[src/rtl/game_controller.sv]
// game_controller: ball-and-paddle game engine on a 640x480 playfield.
// Define GAME_CPU_EN to include CPU paddle control (modes 01 and 10).
module game_controller #(
    parameter int TICK_DIV    = 100000,
    parameter int SERVE_TICKS = 60
) (
    input  logic       clk,
    input  logic       rst,
    input  logic [9:0] p1_y,
    input  logic [9:0] p2_y,
    input  logic [1:0] mode,
    input  logic [1:0] max_score,
    input  logic       ball_speed,
    input  logic       serve_type,
    input  logic       angle,
    input  logic       bat_size,
    input  logic       serve,
    input  logic       start,
    output logic       p1_win,
    output logic       p2_win,
    output logic       turn,
    output logic       start_state,
    output logic       hit,
    output logic       wall,
    output logic       goal,
    output logic [1:0] game_mode,
    output logic [4:0] score1,
    output logic [4:0] score2,
    output logic [9:0] p1_yo,
    output logic [9:0] p2_yo,
    output logic [9:0] bx,
    output logic [9:0] by
);

    localparam logic [1:0] S_IDLE  = 2'd0;
    localparam logic [1:0] S_SERVE = 2'd1;
    localparam logic [1:0] S_PLAY  = 2'd2;
    localparam logic [1:0] S_OVER  = 2'd3;

    localparam int CW = (TICK_DIV > 1) ? $clog2(TICK_DIV) : 1;
    localparam int SW = (SERVE_TICKS > 1) ? $clog2(SERVE_TICKS) : 1;

    logic [1:0]    state;
    logic [CW-1:0] cnt;
    logic [SW-1:0] scnt;
    logic          tick;
    logic          serve_q;
    logic          start_q;
    logic          serve_req;
    logic          dxp;
    logic          dyp;
    logic          dx_fast;
    logic          dy_big;
    logic [4:0]    target;

    logic [9:0] half;
    logic [9:0] lo;
    logic [9:0] hi;
    logic [9:0] lim;
    logic [9:0] p1_nxt;
    logic [9:0] p2_nxt;
    logic       cpu1;
    logic       cpu2;
    logic       srv_cpu;
    logic       practice;
    logic       launch_auto;
    logic       launch;
    logic       serve_rise;
    logic       start_rise;
    logic [4:0] sc1n;
    logic [4:0] sc2n;

    logic [9:0] dxv;
    logic [9:0] dyv;
    logic [9:0] nbx;
    logic [9:0] nby;
    logic       ndxp;
    logic       ndyp;
    logic       e_hit;
    logic       e_wall;
    logic       g1;
    logic       g2;

    function automatic logic [9:0] clamp(
        input logic [9:0] v,
        input logic [9:0] l,
        input logic [9:0] h
    );
        if (v < l)
            return l;
        else if (v > h)
            return h;
        else
            return v;
    endfunction

    function automatic logic [9:0] absdiff(
        input logic [9:0] a,
        input logic [9:0] b
    );
        return (a > b) ? a - b : b - a;
    endfunction

    // Step toward the target by at most 4 px; never overshoots.
    function automatic logic [9:0] chase(
        input logic [9:0] yo,
        input logic [9:0] tgt
    );
        logic [9:0] d;
        d = absdiff(yo, tgt);
        if (d > 10'd4)
            d = 10'd4;
        return (tgt > yo) ? yo + d : yo - d;
    endfunction

    assign tick        = (cnt == CW'(TICK_DIV - 1));
    assign start_state = (state == S_IDLE);
    assign practice    = (game_mode == 2'b11);
    assign serve_rise  = serve & ~serve_q;
    assign start_rise  = start & ~start_q;

`ifdef GAME_CPU_EN
    assign cpu1 = (game_mode == 2'b10);
    assign cpu2 = (game_mode == 2'b01) || (game_mode == 2'b10);
`else
    assign cpu1 = 1'b0;
    assign cpu2 = 1'b0;
`endif

    assign half   = bat_size ? 10'd48 : 10'd32;
    assign lo     = half;
    assign hi     = 10'd479 - half;
    assign lim    = half + 10'd4;
    assign p1_nxt = clamp(cpu1 ? chase(p1_yo, by) : p1_y, lo, hi);
    assign p2_nxt = clamp(cpu2 ? chase(p2_yo, by) : p2_y, lo, hi);

    assign srv_cpu     = turn ? cpu2 : cpu1;
    assign launch_auto = (scnt == SW'(SERVE_TICKS - 1));
    assign launch      = (serve_type && !srv_cpu) ? serve_req : launch_auto;

    assign sc1n = (score1 == 5'd31) ? 5'd31 : score1 + 5'd1;
    assign sc2n = (score2 == 5'd31) ? 5'd31 : score2 + 5'd1;

    always_comb begin
        dxv    = dx_fast ? 10'd4 : 10'd2;
        dyv    = dy_big ? 10'd2 : 10'd1;
        nbx    = dxp ? bx + dxv : ((bx > dxv) ? bx - dxv : 10'd0);
        nby    = dyp ? by + dyv : ((by > dyv) ? by - dyv : 10'd0);
        ndxp   = dxp;
        ndyp   = dyp;
        e_hit  = 1'b0;
        e_wall = 1'b0;
        g1     = 1'b0;
        g2     = 1'b0;
        if (nby <= 10'd4) begin
            nby    = 10'd4;
            ndyp   = 1'b1;
            e_wall = 1'b1;
        end else if (nby >= 10'd475) begin
            nby    = 10'd475;
            ndyp   = 1'b0;
            e_wall = 1'b1;
        end
        if (!dxp && nbx <= 10'd24 && absdiff(nby, p1_yo) <= lim) begin
            nbx   = 10'd24;
            ndxp  = 1'b1;
            e_hit = 1'b1;
        end else if (dxp && nbx >= 10'd615 &&
                     (practice || absdiff(nby, p2_yo) <= lim)) begin
            nbx  = 10'd615;
            ndxp = 1'b0;
            if (practice)
                e_wall = 1'b1;
            else
                e_hit = 1'b1;
        end
        if (nbx <= 10'd4)
            g2 = 1'b1;
        else if (nbx >= 10'd635)
            g1 = 1'b1;
    end

    always_ff @(posedge clk or negedge rst) begin
        if (!rst) begin
            state     <= S_IDLE;
            cnt       <= '0;
            scnt      <= '0;
            serve_q   <= 1'b0;
            start_q   <= 1'b0;
            serve_req <= 1'b0;
            dxp       <= 1'b1;
            dyp       <= 1'b1;
            dx_fast   <= 1'b0;
            dy_big    <= 1'b0;
            target    <= 5'd3;
            game_mode <= 2'b00;
            score1    <= 5'd0;
            score2    <= 5'd0;
            turn      <= 1'b0;
            p1_win    <= 1'b0;
            p2_win    <= 1'b0;
            hit       <= 1'b0;
            wall      <= 1'b0;
            goal      <= 1'b0;
            p1_yo     <= 10'd240;
            p2_yo     <= 10'd240;
            bx        <= 10'd320;
            by        <= 10'd240;
        end else begin
            cnt     <= tick ? '0 : cnt + CW'(1);
            serve_q <= serve;
            start_q <= start;
            hit     <= 1'b0;
            wall    <= 1'b0;
            goal    <= 1'b0;
            if (tick && state != S_OVER) begin
                p1_yo <= p1_nxt;
                p2_yo <= p2_nxt;
            end
            unique case (state)
                S_IDLE: begin
                    if (start) begin
                        game_mode <= mode;
                        unique case (max_score)
                            2'b00: target <= 5'd3;
                            2'b01: target <= 5'd5;
                            2'b10: target <= 5'd10;
                            2'b11: target <= 5'd15;
                        endcase
                        score1    <= 5'd0;
                        score2    <= 5'd0;
                        turn      <= 1'b0;
                        scnt      <= '0;
                        serve_req <= 1'b0;
                        bx        <= 10'd32;
                        by        <= p1_yo;
                        state     <= S_SERVE;
                    end
                end
                S_SERVE: begin
                    if (serve_rise && !(tick && launch))
                        serve_req <= 1'b1;
                    if (tick) begin
                        bx <= turn ? 10'd607 : 10'd32;
                        by <= turn ? p2_nxt : p1_nxt;
                        if (launch) begin
                            dxp       <= ~turn;
                            dyp       <= 1'b1;
                            dx_fast   <= ball_speed;
                            dy_big    <= angle;
                            serve_req <= 1'b0;
                            scnt      <= '0;
                            state     <= S_PLAY;
                        end else if (!launch_auto) begin
                            scnt <= scnt + SW'(1);
                        end
                    end
                end
                S_PLAY: begin
                    if (tick) begin
                        bx   <= nbx;
                        by   <= nby;
                        dxp  <= ndxp;
                        dyp  <= ndyp;
                        hit  <= e_hit;
                        wall <= e_wall;
                        goal <= g1 | g2;
                        if (g1 || g2) begin
                            // The conceding player serves next.
                            turn      <= g1;
                            scnt      <= '0;
                            serve_req <= 1'b0;
                            if (g1)
                                score1 <= sc1n;
                            else
                                score2 <= sc2n;
                            if (g1 && sc1n == target) begin
                                p1_win <= 1'b1;
                                state  <= S_OVER;
                            end else if (g2 && sc2n == target) begin
                                p2_win <= 1'b1;
                                state  <= S_OVER;
                            end else begin
                                bx    <= g1 ? 10'd607 : 10'd32;
                                by    <= g1 ? p2_nxt : p1_nxt;
                                state <= S_SERVE;
                            end
                        end
                    end
                end
                S_OVER: begin
                    if (start_rise) begin
                        p1_win <= 1'b0;
                        p2_win <= 1'b0;
                        state  <= S_IDLE;
                    end
                end
            endcase
        end
    end

endmodule

[config.mk]
export PLATFORM = sky130hd
export DESIGN_NAME = game_controller
export DESIGN_NICKNAME = d
export VERILOG_FILES = /design/src/rtl/game_controller.sv
export SDC_FILE = /design/constraint.sdc
export NUM_CORES = 1
export LEC_CHECK = 0
export ABC_AREA = 1
export CAP_MARGIN = 25
export CORE_MARGIN = 4
export CORE_UTILIZATION = 59
export DETAILED_ROUTE_END_ITERATION = 10
export PLACE_DENSITY = 0.82
export SLEW_MARGIN = 20
export SYNTH_ARGS = -nofsm -noshare
export SYNTH_HDL_FRONTEND = slang
export SYNTH_SLANG_ARGS = --single-unit
export TNS_END_PERCENT = 5
[constraint.sdc]
create_clock -name clk -period 10.9 [get_ports clk]
set_input_delay 2.18 -clock clk [delete_from_list [all_inputs] [get_ports clk]]
set_output_delay 2.18 -clock clk [all_outputs]
set_load 0.1 [all_outputs]
==> key figures, run 1 <==
Power and ir drop
  – Power Internal: 0.00122 W
  – PD cells: 291 mW/mm^2
  – Clock group share of total power: 10.4%
  – P_leak: 5.49 nW
  – Seq pwr share: 17.0%
  – Comb power frac: 72.6%
  – Net switching power: 0.00178 W
  – Switching share of total power: 59.2%
  – Peak VDD IR: 0.226 mV

STA
  – Final Setup Violations: 0
  – Slew at the pin with the worst max-slew slack: 1.01 ns
  – Setup TNS: 0 ns
  – Setup Skew: 0.0117 ns
  – Slew Limit Fails: 0
  – Hold Violations, Final: 0
  – Rel. slew slack: 32.2%
  – Fmax: 0.126 GHz
  – Tmin final: 7.96 ns
  – Unrepaired setup endpoints after global routing: false
  – Crit share post-route: 73.0%

Logic synthesis
  – Syn_area_per_cell: 6.35 sq um
  – Cell with the most instances after synthesis: nand2_1
  – Synth async-reset ratio: 100%
  – Synth area leaders: dfrtp_1 (21%), nand2_1 (17%), inv_1 (9.0%)
  – Number of synthesized flops with an enable pin: 0
  – Sequential area share after synthesis: 26.4%
  – Ys flop type: dfrtp_1
  – Library cells used by synthesis: 55
  – Synth top cells by count: nand2_1 (417), inv_1 (216), nor2_1 (148)
  – Yosys top cell by area: dfrtp_1
  – Synth top area share: 21.1%
  – Yosys reg bits: 94
  – Post-Syn Instances: 1,417
  – Syn Std Cell Area: 0.00900 sq mm
  – Synth Warn #: 0

Min path
  – Min-delay src: cnt[0]
  – Hold Crit Depth: 1
  – Hold Path End: cnt[0]
  – Tightest Hold Check Type: reg2reg

Clock network
  – Clk slew on worst S/H paths: 0.08 ns
  – Deepest clock path buffer count: 2
  – Clk root buf: clkbuf_16
  – Clock latency reported for the late side of the worst-skew pair: 0.35 ns
  – CTS Sinks: 94
  – CTS hold repair buffers: 0
  – H-tree depth: 3
  – CTS tree: done
  – CTS Buf Count: 9
  – Setup Fix Bufs, Post-CTS: 0
  – Number of gates resized after cts: 0

Final layout
  – Area Growth Syn to Fin: 14.5%
  – Diodes inserted: 0
  – Final nets: 1,594
  – Finished Cell Area: 0.0103 sq mm
  – Fillers: 1,373
  – Layout cells sized above 1: 6.65%
  – Non-filler instance count after layout: 1,687

Worst setup path
  – Reg2Reg Depth: 49
  – Crit path largest cell delay: 0.58 ns
  – Setup crit start: dy_big
  – Reg2Reg Setup Slack: 2.94 ns
  – Critical path arrival: 8.22 ns
  – Startpoint types: flip-flop
  – CP dominant cell by count: nand2_1
  – CP Class: reg2reg
  – Worst r2r src: dy_big
  – CP required: 11.16 ns
  – Crit path max-delay cell type: o21ai_0
  – Critical-path maximum fanout: 16
  – Reg-to-reg endpoint: bx[2]
  – Crit end category: flip-flop

Routing
  – Vias after detailed routing: 9,464
  – WL/cell: 15.5 um
  – Routed Antenna Nets: 0
  – DR iter-0 viols: 865
  – Total wire length: 26,100 um
  – DRC: 0
  – Vias per cell: 5.61
  – DR pass1 iterations: 6

Place
  – Hpwl dp: 20,900 um
  – Placed instance area: 0.0100 sq mm
  – Placed instance count: 1,670
  – I/O Buffers: 90
  – Global placer's final weighted congestion: 1.01

GRT
  – Global-route wire length before repair: 43,200 um
  – Total gr overflow: 0
  – Vias in the first global route: 8,890
  – Initial antenna violation count: 0
  – Largest net degree at the start of global routing: 52
  – Overall Global Routing Usage: 30.0%

Outcome
  – Status: completed

Floorplan
  – Total core area: 0.0148 sq mm
  – Die height: 132 um
  – Initial Utilization: 61.0%
  – Die Span X: 132 um
  – IO Count: 91
  – Total die area: 0.0173 sq mm
  – Floorplan row count: 44

Flow run
  – Max Cap Viol: 0
==> worst max-delay path, delay by kind of cell (launching register included) <==
family | cells | cell delay, ns
AND/OR/NAND/NOR | 27 | 3.57
XOR/XNOR | 1 | 0.14
flip-flops | 1 | 0.41
adder cells (fa/ha/maj) | 4 | 1.26
AO/OA/AOI/OAI | 10 | 1.76
buffers and inverters | 7 | 0.69
==> stage by stage <==
| stage | util, % | setup WS, ns | hold WS [ns] | power, W |
|---|---|---|---|---|
| 2_1_floorplan | - | 4.30 | 0.433 | 0.00216 |
| 3_3_place_gp | 67.8 | 3.28 | 0.445 | 0.00262 |
| 3_5_place_dp | 67.8 | 3.03 | 0.450 | 0.00264 |
| 4_1_cts | 69.8 | 2.98 | 0.460 | 0.00297 |
| 5_1_grt | 69.8 | 2.14 | 0.481 | 0.00326 |
| 6_report | 69.8 | 2.94 | 0.456 | 0.00300 |
==> how the worst max path moves through the flow <==
| stage | endpoint | slack (ns) | depth (start not counted) |
|---|---|---|---|
| 6_report | bx[2] | 2.94 | 49 |
| 5_1_grt | bx[2] | 2.14 | 49 |
| 4_1_cts | bx[2] | 2.98 | 49 |
| 3_5_place_dp | bx[2] | 3.03 | 49 |
| 3_3_place_gp | bx[0] | 3.28 | 49 |
| 2_1_floorplan | by[1] | 4.30 | 52 |
==> state kept, by name, summed over array words and instances, names as in the netlist, 2 cells and up <==
| name | cells |
|---|---|
| bx | 10 |
| scnt | 6 |
| score2 | 5 |
| by | 10 |
| p1_yo | 10 |
| target | 4 |
| cnt | 17 |
| game_mode | 2 |
| state | 2 |
| score1 | 5 |
| p2_yo | 10 |
==> cell type report <==
cell class | instances | area, sq um | share of cell area, %
Multi-Input combinational cell | 1070 | 5610 | 54.5
Clock inverter | 7 | 66.3 | 0.644
Tap cell | 184 | 230 | 2.23
Timing Repair Buffer | 94 | 926 | 8.99
Clock buffer | 9 | 225 | 2.19
Sequential cell | 94 | 2370 | 23.1
Inverter | 229 | 867 | 8.42
==> cells in the final DEF, fill, tap and decap left out, types with 4 or more instances in the layout <==
master           count
nand3_2             10
fa_1                 4
inv_1              216
clkbuf_16            9
nor3_1              15
nand3_1            119
xnor2_1              5
a21oi_1             57
a31oi_1              5
inv_2                9
nor2_2               5
nand2_2             12
a21oi_2              6
o21bai_1             6
nor2_1             148
buf_4                4
dfrtp_1             76
o21ai_0             78
nand2_1            417
xor2_1              25
nand4_1             19
o21ai_1             20
nor4_1               5
dfstp_2             18
ha_1                60
o22ai_1             10
clkdlybuf4s50_1     89
==> cell families after synthesis <==
family	share of synthesized area (%)
DFF	26.4
and+or+nand+nor	36.8
xor gates and xnor gates	2.92
other	0.0417
AOI/OAI and AO/OA	13.3
buffers and inverters	11.3
adders and majority gates	9.23
==> metal layers <==
layer	GRT usage, %	part of all wire, %
met1	38.8	42
met2	49.5	46
met4	11.5	3.6
met3	6.19	7.5
met5	0	0
==> power by group through the flow <==
stage	logic [W]	clock network (W)	registers (W)
3_5_place_dp	0.00213	0	0.000514
4_1_cts	0.00215	0.000313	0.000509
5_1_grt	0.00240	0.000333	0.000519
3_3_place_gp	0.00211	0	0.000513
2_1_floorplan	0.00138	0	0.000779
6_report	0.00218	0.000313	0.000509
Note: power is estimated with default switching activity, not from simulation.
==> run 2, diff against run 1 <==
- CORE_UTILIZATION: 59 -> 53
- PLACE_DENSITY: 0.82 -> 0.78
- clock period: 10.9 -> 7.15 ns (I/O delays scaled with it)
==> run 2 against run 1 <==
Effect of this change: core utilization down 4.2 points; final area rose by 5.6%; cell count grew 4.4%; highest routed layer unchanged.
==> key figures, run 2 (same netlist as run 1, synthesis figures left out) <==
Outcome
  – Status: completed

Floorplan
  – Total core area: 0.0166 sq mm (+12%)
  – Total die area: 0.0191 sq mm (+11%)
  – Floorplan row count: 47 (+6.8%)
  – Initial Utilization: 54.3% (-6.7 points)
  – IO Count: 91 (unchanged)
  – Die height: 138 um (+5.2%)
  – Die Span X: 138 um (+5.2%)

Final layout
  – Final nets: 1,632 (+2.4%)
  – Max FFs per register: 17 (unchanged)
  – Area Growth Syn to Fin: 20.9%
  – Commonest non-fill, non-tap cell in the layout: nand2_1
  – Fillers: 1,544 (+12%)
  – Most frequent cells in the layout: nand2_1 (412), inv_1 (212), nor2_1 (144)
  – Non-filler instance count after layout: 1,761 (+4.4%)
  – Layout cells sized above 1: 10.7% (+4.1 points)
  – Diodes inserted: 0 (unchanged)
  – Largest Register: cnt

Clock network
  – CTS Buf Count: 9 (unchanged)
  – Clock latency reported for the late side of the worst-skew pair: 0.35 ns (about the same)
  – Deepest clock path buffer count: 2 (unchanged)
  – Clk root buf: clkbuf_16
  – CTS tree: done
  – CTS Sinks: 94 (unchanged)
  – H-tree depth: 3 (unchanged)
  – Clk slew on worst S/H paths: 0.07 ns (about the same)
  – CTS hold repair buffers: 0 (unchanged)

Worst setup path
  – CP required: 7.39 ns (-3.77 ns)
  – Worst r2r src: dy_big
  – Worst setup endpoint: by[2]
  – Stages on worst setup path: 51 (+4.1%)
  – Startpoint types: flip-flop
  – Reg2Reg Setup Slack: 0.34 ns (-2.60 ns)
  – Reg-to-reg endpoint: by[2]
  – Reg2Reg Depth: 51 (+4.1%)
  – Worst path bufs/invs: 9 (+2)
  – Setup crit start: dy_big
  – Crit path max-delay cell type: dfrtp_1
  – CP dominant cell by count: nand2_1
  – CP Class: reg2reg
  – Crit end category: flip-flop
  – Critical-path maximum fanout: 11 (-5)
  – Largest delay contributor family on the critical path: simple AND/OR/NAND/NOR gates
  – Critical path arrival: 7.05 ns (-1.17 ns)
  – Crit path largest cell delay: 0.42 ns (-0.16 ns)

STA
  – Hold Violations, Final: 0 (unchanged)
  – WHS: 0.468 ns (+0.0118 ns)
  – Crit share post-route: 95.2% (+22 points)
  – Tmin final: 6.81 ns (-1.15 ns)
  – Rel. slew slack: 26.4% (-5.8 points)
  – Setup Skew: 0.00943 ns (-0.00226 ns)
  – Slew Limit Fails: 0 (unchanged)
  – Final Setup Violations: 0 (unchanged)
  – Slew at the pin with the worst max-slew slack: 1.09 ns (+0.0797 ns)
  – Slack of the critical path: 0.342 ns (-2.60 ns)
  – Fmax: 0.147 GHz (+17%)

Place
  – Placed instance count: 1,725 (+3.3%)
  – Hpwl dp: 21,800 um (+4.3%)
  – Pre-CTS WS: -0.0245 ns (-3.06 ns)
  – Global placer's final weighted congestion: 0.938 (-7.1%)
  – I/O Buffers: 90 (unchanged)

Power and ir drop
  – Switching share of total power: 56.6% (-2.6 points)
  – Clock group share of total power: 11.6% (+1.2 points)
  – Power Internal: 0.00214 W (+75%)
  – Seq pwr share: 15.8% (-1.2 points)
  – Total power: 0.00493 W (+64%)
  – PD cells: 453 mW/mm^2 (+56%)
  – P_leak: 5.72 nW (+4.1%)
  – Comb power frac: 72.6% (about the same)
  – Net switching power: 0.00279 W (+57%)
  – Peak VDD IR: 0.314 mV (+39%)

GRT
  – Initial antenna violation count: 0 (unchanged)
  – Global-route wire length before repair: 43,900 um (+1.6%)
  – Vias in the first global route: 8,790 (-1.1%)
  – Total gr overflow: 0 (unchanged)
  – Overall Global Routing Usage: 27.6% (-2.4 points)
  – Largest net degree at the start of global routing: 68 (+31%)

Routing
  – Routed Antenna Nets: 0 (unchanged)
  – Vias after detailed routing: 9,518 (+0.57%)
  – Vias per cell: 5.40 (-3.7%)
  – DR pass1 iterations: 6 (unchanged)
  – Total wire length: 27,600 um (+5.8%)
  – WL/cell: 15.7 um (+1.3%)
  – DR iter-0 viols: 848 (-2.0%)
  – DRC: 0 (unchanged)

Flow run
  – Max Cap Viol: 0 (unchanged)

Min path
  – Tightest Hold Check Type: reg2reg
[run 2: cell count changes in the layout (fill, tap and decap cells not counted), moves of 3 or more]
| cell | previous run | this run |
|---|---|---|
| buf_4 | 4 | 37 |
| buf_6 | 0 | 3 |
| bufinv_16 | 0 | 3 |
| ha_1 | 60 | 55 |
| ha_4 | 0 | 3 |
| inv_1 | 216 | 212 |
| inv_2 | 9 | 13 |
| nand2_1 | 417 | 412 |
| nand2_2 | 12 | 16 |
| nor2_1 | 148 | 144 |
| nor2_4 | 2 | 5 |
| o21ai_0 | 78 | 74 |
[run 2: worst min-delay path by stage]
| stage | startpoint | end | slack [ns] | cells past startpoint |
|---|---|---|---|---|
| after floorplan | cnt[0] | cnt[0] | 0.43 | 1 |
| after global routing | cnt[0] | cnt[0] | 0.50 | 1 |
| final | cnt[0] | cnt[0] | 0.47 | 1 |
| after global placement | cnt[0] | cnt[0] | 0.46 | 1 |
| after detailed placement | cnt[0] | cnt[0] | 0.46 | 1 |
| after CTS | cnt[0] | cnt[0] | 0.47 | 1 |
[run 2: cell type report]
type                            count  area [sq um]  area share [%]
Inverter                          229           867            7.97
Timing Repair Buffer              131          1230            11.3
Tap cell                          220           275            2.53
Clock inverter                      7           128            1.17
Multi-Input combinational cell   1071          5790            53.2
Clock buffer                        9           225            2.07
Sequential cell                    94          2370            21.8
[run 2: worst register-to-register path: cells and delay by family, from the launching register on]
family | cells | cell delay [ns]
DFF | 1 | 0.42
and+or+nand+nor | 31 | 3.22
adders and majority gates | 4 | 1.12
buffers and inverters | 9 | 0.89
AOI/OAI and AO/OA | 6 | 0.91
xor gates and xnor gates | 1 | 0.14
[run 2: stage by stage]
stage / area, sq um / util (%) / setup TNS (ns)
after floorplan: 9000 / - / 0
after global placement: 10200 / 61.5 / 0
after detailed placement: 10200 / 61.5 / -0.0468
after CTS: 10600 / 63.6 / 0
after global routing: 10900 / 65.6 / -0.354
final: 10900 / 65.6 / 0
[run 2: metal layers]
layer	GRT usage [%]	part of all wire, %	vias up
met5	0	0	-
met4	6.92	2.3	0
met3	4.25	6.8	62
met2	47.1	48	355
met1	36.8	42	4344
li1	-	-	4757
[run 2: timing repair]
item                       in CTS  in global routing
setup buffers                   0                 19
resized for setup               4                 42
setup endpoints to repair       4                 41
pin swaps                       0                 13
cloned                          0                  1
[run 2: power by group through the flow]
stage | clock network [W] | registers, W | logic, W
floorplan | 0 | 0.00119 | 0.00211
global placement | 0 | 0.000785 | 0.00333
detailed placement | 0 | 0.000784 | 0.00335
CTS | 0.000577 | 0.000776 | 0.00337
global route | 0.000605 | 0.000791 | 0.00394
finish | 0.000570 | 0.000780 | 0.00358
